$ cat config.mk
export PLATFORM = sky130hd
export DESIGN_NAME = x86_len_decoder
export DESIGN_NICKNAME = d
export VERILOG_FILES = /design/src/rtl/x86_dec_pkg.sv /design/src/rtl/x86_opcode_class.sv /design/src/rtl/x86_len_decoder.sv
export SDC_FILE = /design/constraint.sdc
export NUM_CORES = 1
export LEC_CHECK = 0
export BUFFER_PORTS_ARGS = -buffer_cell sky130_fd_sc_hd__buf_2
export CAP_MARGIN = 25
export CORE_ASPECT_RATIO = 1.1
export CORE_UTILIZATION = 50
export CTS_BUF_LIST = sky130_fd_sc_hd__clkbuf_16
export DETAILED_ROUTE_END_ITERATION = 16
export PLACE_DENSITY = 0.7
export SETUP_SLACK_MARGIN = 0.2
export SLEW_MARGIN = 30
export SYNTH_ARGS = -nofsm -noshare
export SYNTH_HDL_FRONTEND = slang
export SYNTH_SLANG_ARGS = --single-unit
$ cat constraint.sdc
create_clock -name i_clk -period 5.8 [get_ports i_clk]
set_input_delay 1.16 -clock i_clk [delete_from_list [all_inputs] [get_ports i_clk]]
set_output_delay 1.16 -clock i_clk [all_outputs]
set_load 0.02 [all_outputs]
$ cat src/rtl/x86_dec_pkg.sv
// Shared types, prefix constants and ModRM/SIB field helpers for the x86 length decoder.
package x86_dec_pkg;

    localparam int unsigned CNT_W = 3;

    typedef enum logic [2:0] {
        ST_PREFIX,
        ST_OP2,
        ST_MODRM,
        ST_SIB,
        ST_DISP,
        ST_IMM,
        ST_DONE
    } state_e;

    typedef enum logic [1:0] {
        IMM_NONE,
        IMM_IMM8,
        IMM_IMMZ
    } imm_kind_e;

    localparam logic [7:0] PFX_LOCK  = 8'hF0;
    localparam logic [7:0] PFX_REPNE = 8'hF2;
    localparam logic [7:0] PFX_REP   = 8'hF3;
    localparam logic [7:0] PFX_ES    = 8'h26;
    localparam logic [7:0] PFX_CS    = 8'h2E;
    localparam logic [7:0] PFX_SS    = 8'h36;
    localparam logic [7:0] PFX_DS    = 8'h3E;
    localparam logic [7:0] PFX_FS    = 8'h64;
    localparam logic [7:0] PFX_GS    = 8'h65;
    localparam logic [7:0] PFX_OPSZ  = 8'h66;
    localparam logic [7:0] PFX_ADSZ  = 8'h67;
    localparam logic [7:0] OPC_ESC   = 8'h0F;

    // Prefixes that are simply counted; 0x67 is deliberately excluded.
    function automatic logic is_legacy_prefix(input logic [7:0] b);
        return b inside {PFX_LOCK, PFX_REPNE, PFX_REP, PFX_ES, PFX_CS,
                         PFX_SS, PFX_DS, PFX_FS, PFX_GS, PFX_OPSZ};
    endfunction

    function automatic logic [1:0] modrm_mod(input logic [7:0] b);
        return b[7:6];
    endfunction

    function automatic logic [2:0] modrm_rm(input logic [7:0] b);
        return b[2:0];
    endfunction

    function automatic logic [2:0] sib_base(input logic [7:0] b);
        return b[2:0];
    endfunction

endpackage

$ cat src/rtl/x86_opcode_class.sv
// Combinational opcode classifier: ModRM presence, immediate kind and support flag.
module x86_opcode_class
    import x86_dec_pkg::*;
(
    input  logic [7:0] opcode_i,
    input  logic       is_0f_i,
    output logic       has_modrm_o,
    output imm_kind_e  imm_kind_o,
    output logic       supported_o
);

    always_comb begin
        has_modrm_o = 1'b0;
        imm_kind_o  = IMM_NONE;
        supported_o = 1'b0;
        if (is_0f_i) begin
            // Two-byte map: Jcc rel32 carries immz, everything else takes ModRM.
            supported_o = 1'b1;
            if (opcode_i[7:4] == 4'h8) begin
                imm_kind_o = IMM_IMMZ;
            end else begin
                has_modrm_o = 1'b1;
            end
        end else if (opcode_i inside {[8'h00:8'h03], [8'h88:8'h8B]}) begin
            supported_o = 1'b1;
            has_modrm_o = 1'b1;
        end else if (opcode_i inside {8'h04, [8'h70:8'h7F], 8'hEB}) begin
            supported_o = 1'b1;
            imm_kind_o  = IMM_IMM8;
        end else if (opcode_i inside {8'h05, [8'hB8:8'hBF], 8'hE8, 8'hE9}) begin
            supported_o = 1'b1;
            imm_kind_o  = IMM_IMMZ;
        end else if (opcode_i inside {8'h80, 8'h83}) begin
            supported_o = 1'b1;
            has_modrm_o = 1'b1;
            imm_kind_o  = IMM_IMM8;
        end else if (opcode_i == 8'h81) begin
            supported_o = 1'b1;
            has_modrm_o = 1'b1;
            imm_kind_o  = IMM_IMMZ;
        end else if (opcode_i inside {[8'h50:8'h5F], 8'h90, 8'hC3}) begin
            supported_o = 1'b1;
        end
    end

endmodule

$ cat src/rtl/x86_len_decoder.sv
// Byte-serial x86 instruction-length decoder: frames prefixes, opcode, ModRM, SIB,
// displacement and immediate, and pulses a registered result per instruction.
module x86_len_decoder
    import x86_dec_pkg::*;
#(
    parameter int unsigned MAX_LEN      = 15,
    parameter int unsigned LEN_W        = $clog2(MAX_LEN + 1),
    parameter bit          DEFAULT_OP32 = 1'b1
) (
    input  logic             i_clk,
    input  logic             i_reset,
    input  logic             i_valid,
    input  logic [7:0]       i_byte,
    output logic             o_ready,
    output logic             o_done,
    output logic [LEN_W-1:0] o_len,
    output logic [15:0]      o_opcode,
    output logic [LEN_W-1:0] o_prefix_cnt,
    output logic             o_err
);

    state_e             state_q, state_d;
    logic [LEN_W-1:0]   len_q, len_d;
    logic [LEN_W-1:0]   pfx_q, pfx_d;
    logic               ovr_q, ovr_d;
    logic               is_0f_q, is_0f_d;
    logic [7:0]         opcode_q, opcode_d;
    logic [CNT_W-1:0]   cnt_q, cnt_d;
    logic [CNT_W-1:0]   imm_len_q, imm_len_d;
    logic [1:0]         mod_q, mod_d;
    logic               err_d;

    logic               ready_q, ready_d;
    logic               done_q, done_d;
    logic [LEN_W-1:0]   res_len_q, res_len_d;
    logic [15:0]        res_opcode_q, res_opcode_d;
    logic [LEN_W-1:0]   res_pfx_q, res_pfx_d;
    logic               res_err_q, res_err_d;

    logic               accept;
    logic               overflow;
    logic               cls_has_modrm;
    imm_kind_e          cls_imm_kind;
    logic               cls_supported;
    logic [CNT_W-1:0]   immz_len;
    logic [CNT_W-1:0]   cls_imm_len;
    logic [CNT_W-1:0]   sib_disp_len;
    logic               take_opcode;

    x86_opcode_class u_class (
        .opcode_i    (i_byte),
        .is_0f_i     (state_q == ST_OP2),
        .has_modrm_o (cls_has_modrm),
        .imm_kind_o  (cls_imm_kind),
        .supported_o (cls_supported)
    );

    assign accept   = i_valid && ready_q;
    assign overflow = accept && (len_q == LEN_W'(MAX_LEN));
    assign immz_len = (DEFAULT_OP32 ^ ovr_q) ? CNT_W'(4) : CNT_W'(2);

    always_comb begin
        case (cls_imm_kind)
            IMM_IMM8: cls_imm_len = CNT_W'(1);
            IMM_IMMZ: cls_imm_len = immz_len;
            default:  cls_imm_len = '0;
        endcase
    end

    always_comb begin
        if (mod_q == 2'b01) begin
            sib_disp_len = CNT_W'(1);
        end else if (mod_q == 2'b10 || sib_base(i_byte) == 3'b101) begin
            sib_disp_len = CNT_W'(4);
        end else begin
            sib_disp_len = '0;
        end
    end

    // State register.
    always_ff @(posedge i_clk) begin
        if (!i_reset) begin
            state_q <= ST_PREFIX;
        end else begin
            state_q <= state_d;
        end
    end

    // Next state and working counters.
    always_comb begin
        state_d     = state_q;
        len_d       = len_q;
        pfx_d       = pfx_q;
        ovr_d       = ovr_q;
        is_0f_d     = is_0f_q;
        opcode_d    = opcode_q;
        cnt_d       = cnt_q;
        imm_len_d   = imm_len_q;
        mod_d       = mod_q;
        err_d       = 1'b0;
        take_opcode = 1'b0;

        if (state_q == ST_DONE) begin
            state_d   = ST_PREFIX;
            len_d     = '0;
            pfx_d     = '0;
            ovr_d     = 1'b0;
            is_0f_d   = 1'b0;
            opcode_d  = '0;
            cnt_d     = '0;
            imm_len_d = '0;
            mod_d     = '0;
        end else if (overflow) begin
            err_d   = 1'b1;
            state_d = ST_DONE;
        end else if (accept) begin
            len_d = len_q + LEN_W'(1);
            case (state_q)
                ST_PREFIX: begin
                    if (is_legacy_prefix(i_byte)) begin
                        pfx_d = pfx_q + LEN_W'(1);
                        if (i_byte == PFX_OPSZ) begin
                            ovr_d = 1'b1;
                        end
                    end else if (i_byte == PFX_ADSZ) begin
                        err_d   = 1'b1;
                        state_d = ST_DONE;
                    end else if (i_byte == OPC_ESC) begin
                        is_0f_d = 1'b1;
                        state_d = ST_OP2;
                    end else begin
                        take_opcode = 1'b1;
                    end
                end
                ST_OP2: take_opcode = 1'b1;
                ST_MODRM: begin
                    mod_d = modrm_mod(i_byte);
                    if (modrm_mod(i_byte) == 2'b11) begin
                        state_d = (imm_len_q != '0) ? ST_IMM : ST_DONE;
                        cnt_d   = imm_len_q;
                    end else if (modrm_rm(i_byte) == 3'b100) begin
                        state_d = ST_SIB;
                    end else if (modrm_mod(i_byte) == 2'b00 && modrm_rm(i_byte) == 3'b101) begin
                        state_d = ST_DISP;
                        cnt_d   = CNT_W'(4);
                    end else if (modrm_mod(i_byte) == 2'b01) begin
                        state_d = ST_DISP;
                        cnt_d   = CNT_W'(1);
                    end else if (modrm_mod(i_byte) == 2'b10) begin
                        state_d = ST_DISP;
                        cnt_d   = CNT_W'(4);
                    end else begin
                        state_d = (imm_len_q != '0) ? ST_IMM : ST_DONE;
                        cnt_d   = imm_len_q;
                    end
                end
                ST_SIB: begin
                    if (sib_disp_len != '0) begin
                        state_d = ST_DISP;
                        cnt_d   = sib_disp_len;
                    end else begin
                        state_d = (imm_len_q != '0) ? ST_IMM : ST_DONE;
                        cnt_d   = imm_len_q;
                    end
                end
                ST_DISP: begin
                    cnt_d = cnt_q - CNT_W'(1);
                    if (cnt_d == '0) begin
                        state_d = (imm_len_q != '0) ? ST_IMM : ST_DONE;
                        cnt_d   = imm_len_q;
                    end
                end
                ST_IMM: begin
                    cnt_d = cnt_q - CNT_W'(1);
                    if (cnt_d == '0) begin
                        state_d = ST_DONE;
                    end
                end
                default: state_d = ST_PREFIX;
            endcase

            // Opcode byte: classify and jump to the first operand field.
            if (take_opcode) begin
                opcode_d  = i_byte;
                imm_len_d = cls_imm_len;
                if (!cls_supported) begin
                    err_d   = 1'b1;
                    state_d = ST_DONE;
                end else if (cls_has_modrm) begin
                    state_d = ST_MODRM;
                end else if (cls_imm_len != '0) begin
                    state_d = ST_IMM;
                    cnt_d   = cls_imm_len;
                end else begin
                    state_d = ST_DONE;
                end
            end
        end
    end

    // Handshake, done pulse and result capture on entry to DONE.
    always_comb begin
        ready_d      = (state_d != ST_DONE);
        done_d       = (state_d == ST_DONE);
        res_len_d    = res_len_q;
        res_opcode_d = res_opcode_q;
        res_pfx_d    = res_pfx_q;
        res_err_d    = res_err_q;
        if (state_d == ST_DONE && state_q != ST_DONE) begin
            res_len_d    = len_d;
            res_opcode_d = {(is_0f_d ? OPC_ESC : 8'h00), opcode_d};
            res_pfx_d    = pfx_d;
            res_err_d    = err_d;
        end
    end

    always_ff @(posedge i_clk) begin
        if (!i_reset) begin
            len_q        <= '0;
            pfx_q        <= '0;
            ovr_q        <= 1'b0;
            is_0f_q      <= 1'b0;
            opcode_q     <= '0;
            cnt_q        <= '0;
            imm_len_q    <= '0;
            mod_q        <= '0;
            ready_q      <= 1'b0;
            done_q       <= 1'b0;
            res_len_q    <= '0;
            res_opcode_q <= '0;
            res_pfx_q    <= '0;
            res_err_q    <= 1'b0;
        end else begin
            len_q        <= len_d;
            pfx_q        <= pfx_d;
            ovr_q        <= ovr_d;
            is_0f_q      <= is_0f_d;
            opcode_q     <= opcode_d;
            cnt_q        <= cnt_d;
            imm_len_q    <= imm_len_d;
            mod_q        <= mod_d;
            ready_q      <= ready_d;
            done_q       <= done_d;
            res_len_q    <= res_len_d;
            res_opcode_q <= res_opcode_d;
            res_pfx_q    <= res_pfx_d;
            res_err_q    <= res_err_d;
        end
    end

    assign o_ready      = ready_q;
    assign o_done       = done_q;
    assign o_len        = res_len_q;
    assign o_opcode     = res_opcode_q;
    assign o_prefix_cnt = res_pfx_q;
    assign o_err        = res_err_q;

endmodule

==> flow_summary.json, run 1 <==
{
  "maxCapViolCount": 0,
  "cts_tree": "yes",
  "yosys.area_share.simple": 0.262,
  "multi_input_area_um2": 1890,
  "routed_wl_um": 6920,
  "cts_buffer_depth": 2,
  "routabilityCongestion": 0.905,
  "layout_commonest_cell": "dfxtp_1",
  "r2r_slack_ns": 2.81,
  "areaGrowthSynthToFinish_pct": 8.59,
  "initial_core_util": 0.523,
  "die_h_um": 84.0,
  "ys_warn_count": 0,
  "hold_depth": 2,
  "maxSlewHeadroom": 0.479,
  "synth_xor_area_frac": 0.0229,
  "cp-start-kind": "input pin",
  "htreeDepth": 2,
  "hold_violations": 0,
  "rr_worst_depth": 8,
  "dr.pass1.iters": 4,
  "worstReg2RegStart": "state_q[0]$_SDFF_PN0_",
  "fillers": 551,
  "wl_per_cell_um": 15.1,
  "hpwlAfterDp_um": 5000,
  "finalCritPeriodShare": 0.603,
  "min_from": "o_prefix_cnt[2]$_SDFFE_PN0P_",
  "clkLatencyLatePin_ns": 0.29,
  "worst_hold_path_type": "reg -> reg",
  "final_nets": 397,
  "synth-main-ff-cell": "dfxtp_1",
  "antenna_cells": 0,
  "std_cell_rows": 29,
  "arrival_ns": 3.67,
  "drv_slew": 0,
  "cts_sinks": 49,
  "worst-endpoint-required_ns": 5.98,
  "reg2reg_to": "o_opcode[6]$_SDFFE_PN0P_",
  "cts-resized-gates": 0,
  "final_cell_mix": "49 x dfxtp_1, 39 x nor2_1, 37 x nand2_1",
  "yosys-top-cells-area": "dfxtp_1 32%, mux2i_1 4.9%, nor2_1 4.8%",
  "hold_ws_ns": 0.454,
  "clk_pin_slew_ns": 0.07,
  "worstMarginPinSlew_ns": 0.782,
  "setup_viol": 0,
  "dieWidth_um": 76.6,
  "status": "finished clean",
  "final-seq-area_um2": 981,
  "synth_compound_area_frac": 0.194,
  "fmax_ghz": 0.286,
  "ys_seq_area_frac": 0.321,
  "synthArstFlopShare": 0,
  "syn_area_um2": 3060,
  "dieArea_um2": 6430,
  "cts_root_buf": "clkbuf_16",
  "p_leak_nw": 1.40,
  "synth.area.mux_share": 0.113,
  "end_kind": "flip-flop",
  "drt_iter0_drc": 221,
  "ant_nets": 0,
  "fin_skew_ns": 0.00379,
  "min_to": "o_prefix_cnt[2]$_SDFFE_PN0P_",
  "portBuffers": 33,
  "synth_edf_count": 0,
  "overflow": 0,
  "grt_max_degree": 27,
  "rsz0062_at_grt": "false",
  "cts_setup_buffers": 0,
  "cellPowerDensity_nw_per_um2": 251,
  "drive_gt1_frac": 0.204,
  "core_um2": 5840,
  "via_per_inst": 5.76,
  "drc": 0,
  "synth_top_area_share": 0.321,
  "syn_inst": 365,
  "grt_pass1_wl_um": 11600,
  "setup_tns_ns": 0,
  "cts_buffers": 5,
  "vias": 2649,
  "irDropWorstVdd_v": 0.000174,
  "antenna_found_initial": 0,
  "yosysTopAreaCell": "dfxtp_1",
  "crit_type": "in -> reg",
  "grt_pass1_vias": 2483,
  "design.portCount": 38,
  "ys_ff_latch": 49,
  "ys_types": 69,
  "gr-usage-all-layers": 0.225,
  "synth_top_family_by_area": "simple AND/OR/NAND/NOR gates",
  "min_period_ns": 3.49,
  "cp_max_fo": 18,
  "synth_fa_ha_area_frac": 0.0196,
  "syn_avg_cell_area_um2": 8.38,
  "cts.hold.buffers_added": 0
}
[metrics by stage]
stage / instance area [um2] / std cells / worst slack, ns / power [mW] / util
after global placement: 3180 / 452 / 2.09 / 0.548 / 0.544
after CTS: 3320 / 460 / 2.30 / 0.839 / 0.568
final: 3320 / 460 / 2.31 / 0.835 / 0.568
after detailed placement: 3180 / 452 / 2.03 / 0.549 / 0.544
after floorplan: 3070 / 368 / 2.52 / 0.516 / -
after global routing: 3320 / 460 / 2.14 / 0.868 / 0.568
[area by class of cell]
| type | count | share of cell area |
|---|---|---|
| Timing Repair Buffer | 34 | 0.0520 |
| Sequential cell | 49 | 0.295 |
| Clock inverter | 3 | 0.00528 |
| Multi-Input combinational cell | 281 | 0.568 |
| Inverter | 11 | 0.0124 |
| Clock buffer | 5 | 0.0377 |
| Tap cell | 77 | 0.0290 |
[report_power, final]
group / switching, mW / internal [mW]
sequential: 0.0163 / 0.349
clock: 0.132 / 0.159
combinational: 0.112 / 0.0660
[worst max-delay path, stage by stage]
cell and delay (ns):
buf_2 0.28, nand2b_4 0.11, or4_4 0.52, o21ai_1 0.20, a211oi_4 0.14, o21ai_2 0.64, mux2i_1 0.27, nor2_1 0.07
mux2_2 0.27
[Yosys cell counts (3+ instances only)]
| library cell | number |
|---|---|
| mux2i_1 | 15 |
| or2_2 | 3 |
| nand2_1 | 37 |
| a21oi_1 | 17 |
| nor3b_1 | 3 |
| mux2_4 | 4 |
| o31a_1 | 4 |
| o211ai_1 | 3 |
| nand3_1 | 6 |
| nor2_1 | 39 |
| nor2b_1 | 9 |
| ha_1 | 4 |
| buf_6 | 3 |
| o22ai_1 | 4 |
| mux2_2 | 12 |
| and2_1 | 20 |
| buf_4 | 7 |
| nand3b_1 | 3 |
| nor3_1 | 9 |
| xnor2_1 | 4 |
| inv_1 | 11 |
| o21ai_0 | 13 |
| clkbuf_1 | 9 |
| a31oi_1 | 4 |
| nand4_1 | 7 |
| buf_2 | 8 |
| dfxtp_1 | 49 |
| o21ai_1 | 3 |
| nand2b_1 | 3 |
| xor2_1 | 4 |
[cells by family after synthesis]
logic type	after synthesis
AO/OA/AOI/OAI	80
XOR/XNOR	8
adder cells (fa/ha/maj)	5
buffers and inverters	38
flip-flops	49
multiplexers	31
other	1
AND/OR/NAND/NOR	153
[worst max-delay path by stage]
stage,from,to,slack [ns],depth (start not counted)
finish,i_byte[6],o_opcode[6]$_SDFFE_PN0P_,2.31,9
global placement,i_byte[7],o_opcode[7]$_SDFFE_PN0P_,2.09,9
CTS,i_byte[7],o_opcode[6]$_SDFFE_PN0P_,2.30,9
global route,i_byte[2],o_opcode[6]$_SDFFE_PN0P_,2.14,9
floorplan,i_byte[6],o_len[0]$_SDFFE_PN0P_,2.52,9
detailed placement,i_byte[7],o_opcode[6]$_SDFFE_PN0P_,2.03,9
[registers in the layout, indices dropped and copies added (netlist names)]
register / cells
o_prefix_cnt: 4
mod_q: 2
state_q: 3
o_opcode: 9
o_len: 4
imm_len_q: 3
pfx_q: 4
len_q: 4
ovr_q: 1
opcode_q: 8
o_done: 1
is_0f_q: 1
o_ready: 1
o_err: 1
cnt_q: 3
[routing by layer]
layer,track usage,up-vias,share of wire
met3,0.0339,15,0.039
met4,0.0857,0,0.021
met5,0,-,0
li1,-,1312,-
met2,0.389,83,0.48
met1,0.281,1239,0.46
(Power assumes the default switching activity.)
==> inputs of run 2 (changes only) <==
Settings changed: PLACE_DENSITY 0.7 to 0.73.
Clock period 5.8 ns to 3.15 ns, I/O delays scaled along.
==> run 2 against run 1 <==
  * Register-to-register slack worse by 2.4 ns
  * Critical path depth is 1 higher
  * Sequential share of layout area is 1.5 points lower
  * First-iteration DRC count is 12% lower
  * Setup slack worse by 1.9 ns
  * Die area stayed put
  * Utilization is 3.0 points higher
  * Routed wire length is 6.3% higher
  * Design area is 5.2% higher
  * Sequential cell count stayed put
  * Global-route usage is 1.7 points higher
  * Critical path type unchanged
  * Critical endpoint is now o_opcode[4]$_SDFFE_PN0P_
  * Largest cell class unchanged
  * Largest power group unchanged
  * Highest routed layer unchanged
==> flow_summary.json, run 2 (same netlist as run 1, synthesis figures left out) <==
{
  "dr.pass1.iters": 5,
  "drt_iter0_drc": 194,
  "end_kind": "flip-flop",
  "clock_power_share": 0.341,
  "cts_buffers": 5,
  "drc": 0,
  "gr-usage-all-layers": 0.242,
  "vias": 2767,
  "grt_pass1_wl_um": 12600,
  "die_h_um": 84.0,
  "dieWidth_um": 76.6,
  "fillers": 537,
  "via_per_inst": 5.75,
  "layout_commonest_cell": "dfxtp_1",
  "final_cell_count_no_fill": 481,
  "setup_viol": 0,
  "wl_per_cell_um": 15.3,
  "grt_pass1_vias": 2669,
  "initial_core_util": 0.523,
  "critPathBufInv": 2,
  "final-seq-area_um2": 981,
  "cts_tree": "yes",
  "drive_gt1_frac": 0.248,
  "std_cell_rows": 29,
  "clk_pin_slew_ns": 0.07,
  "p_int_mw": 1.09,
  "crit_family": "compound AO/OA/AOI/OAI gates",
  "grt_max_degree": 27,
  "antenna_cells": 0,
  "max_stage_delay_ns": 0.54,
  "final_nets": 418,
  "pwr-share-comb": 0.235,
  "r2r_slack_ns": 0.45,
  "clkLatencyLatePin_ns": 0.29,
  "finalCritPeriodShare": 0.876,
  "drv_slew": 0,
  "hold_depth": 2,
  "maxSlewHeadroom": 0.655,
  "cellPowerDensity_nw_per_um2": 453,
  "cts_buffer_depth": 2,
  "cp_max_fo": 17,
  "htreeDepth": 2,
  "rr_worst_depth": 12,
  "dieArea_um2": 6430,
  "crit_path_cell_trace": "buf_2, nand2b_4, or4_4, o21ai_1, a211oi_4, o21bai_1, a31oi_4, nand3_4, buf_12, mux2_2",
  "design.portCount": 38,
  "cts.hold.buffers_added": 0,
  "routabilityCongestion": 0.892,
  "reg2reg_to": "o_prefix_cnt[3]$_SDFFE_PN0P_",
  "setup_tns_ns": 0,
  "largest_reg_flops": 9,
  "rsz0062_at_grt": "false",
  "cts_sinks": 49,
  "maxCapViolCount": 0,
  "hpwlAfterDp_um": 5410,
  "routed_wl_um": 7360,
  "worstReg2RegStart": "cnt_q[0]$_SDFFE_PP0P_",
  "placedCellCount": 472,
  "switching_share": 0.310,
  "min_from": "o_err$_SDFFE_PN0P_",
  "core_um2": 5840,
  "ant_nets": 0,
  "portBuffers": 33,
  "crit_type": "in -> reg",
  "multi_input_area_um2": 1890,
  "worst_hold_path_type": "reg -> reg",
  "final_cell_mix": "49 x dfxtp_1, 39 x nor2_1, 37 x nand2_1",
  "p_switching_uw": 490,
  "p_leak_nw": 1.50,
  "cts-resized-gates": 0,
  "pwr-share-seq": 0.423,
  "status": "finished clean",
  "min_period_ns": 2.76,
  "critical_path.slowest_cell": "or4_4",
  "areaGrowthSynthToFinish_pct": 14.3,
  "cp-start-kind": "input pin",
  "worstMarginPinSlew_ns": 0.517,
  "worst-endpoint-required_ns": 3.33,
  "min_to": "o_err$_SDFFE_PN0P_",
  "fin_skew_ns": 0.00319,
  "fmax_ghz": 0.362,
  "antenna_found_initial": 0,
  "hold_violations": 0,
  "overflow": 0,
  "arrival_ns": 2.94,
  "cts_root_buf": "clkbuf_16",
  "irDropWorstVdd_v": 0.000387
}
==> run 2: changes by cell type in the layout (fill, tap and decap cells not counted), sizes merged <==
cell      change
clkinvlp      +1
inv           -1
buf          +21
==> run 2: worst max path at each step <==
| stage | depth (start not counted) | startpoint | slack (ns) | end |
|---|---|---|---|---|
| 4_1_cts | 11 | cnt_q[0]$_SDFFE_PP0P_ | 0.36 | o_len[0]$_SDFFE_PN0P_ |
| 5_1_grt | 10 | i_byte[6] | 0.29 | o_opcode[4]$_SDFFE_PN0P_ |
| 2_1_floorplan | 9 | i_byte[6] | 0.40 | o_len[0]$_SDFFE_PN0P_ |
| 3_5_place_dp | 9 | i_byte[6] | 0.07 | o_len[0]$_SDFFE_PN0P_ |
| 6_report | 10 | i_byte[6] | 0.39 | o_opcode[4]$_SDFFE_PN0P_ |
| 3_3_place_gp | 9 | i_byte[6] | 0.12 | o_prefix_cnt[3]$_SDFFE_PN0P_ |
==> run 2: final cells by class <==
type / instances / share of cell area
multi-input combinational: 281 / 0.540
clock inverter: 3 / 0.00609
inverter: 11 / 0.0118
timing repair buffer: 55 / 0.0981
sequential: 49 / 0.281
clock buffer: 5 / 0.0358
tap: 77 / 0.0276
==> run 2: power groups by stage <==
stage / Clock [mW] / Sequential (mW) / Combinational, mW
floorplan: 0 / 0.675 / 0.276
global placement: 0 / 0.682 / 0.357
detailed placement: 0 / 0.683 / 0.361
CTS: 0.538 / 0.669 / 0.364
global route: 0.564 / 0.672 / 0.409
finish: 0.540 / 0.669 / 0.372
==> run 2: worst register-to-register path: cells and delay by family, from the launching register on <==
family	cells	cell delay, ns
adder cells (fa/ha/maj)	1	0.23
XOR/XNOR	1	0.16
AO/OA/AOI/OAI	4	0.73
AND/OR/NAND/NOR	2	0.37
multiplexers	1	0.30
buffers and inverters	3	0.41
flip-flops	1	0.40
==> run 2: per-layer routing <==
metal | up-vias | GRT usage | part of all wire
met4 | 0 | 0.0892 | 0.019
met1 | 1292 | 0.306 | 0.44
met3 | 12 | 0.0350 | 0.052
met2 | 110 | 0.415 | 0.49
li1 | 1353 | - | -
met5 | - | 0 | 0
==> run 2: repair_timing <==
| item | in CTS | in global routing |
|---|---|---|
| buffers inserted | 0 | 1 |
| endpoints found under the setup margin | 0 | 16 |
| endpoints found under the hold margin | 0 | 0 |
==> run 2: through the flow <==
| step | hold slack (ns) | setup WS, ns | area [um2] | utilization | total power, mW |
|---|---|---|---|---|---|
| 6_report | 0.459 | 0.389 | 3490 | 0.598 | 1.58 |
| 5_1_grt | 0.493 | 0.286 | 3490 | 0.598 | 1.65 |
| 4_1_cts | 0.461 | 0.357 | 3470 | 0.595 | 1.57 |
| 3_5_place_dp | 0.451 | 0.0679 | 3330 | 0.570 | 1.04 |
| 3_3_place_gp | 0.445 | 0.125 | 3330 | 0.570 | 1.04 |
| 2_1_floorplan | 0.435 | 0.395 | 3070 | - | 0.951 |
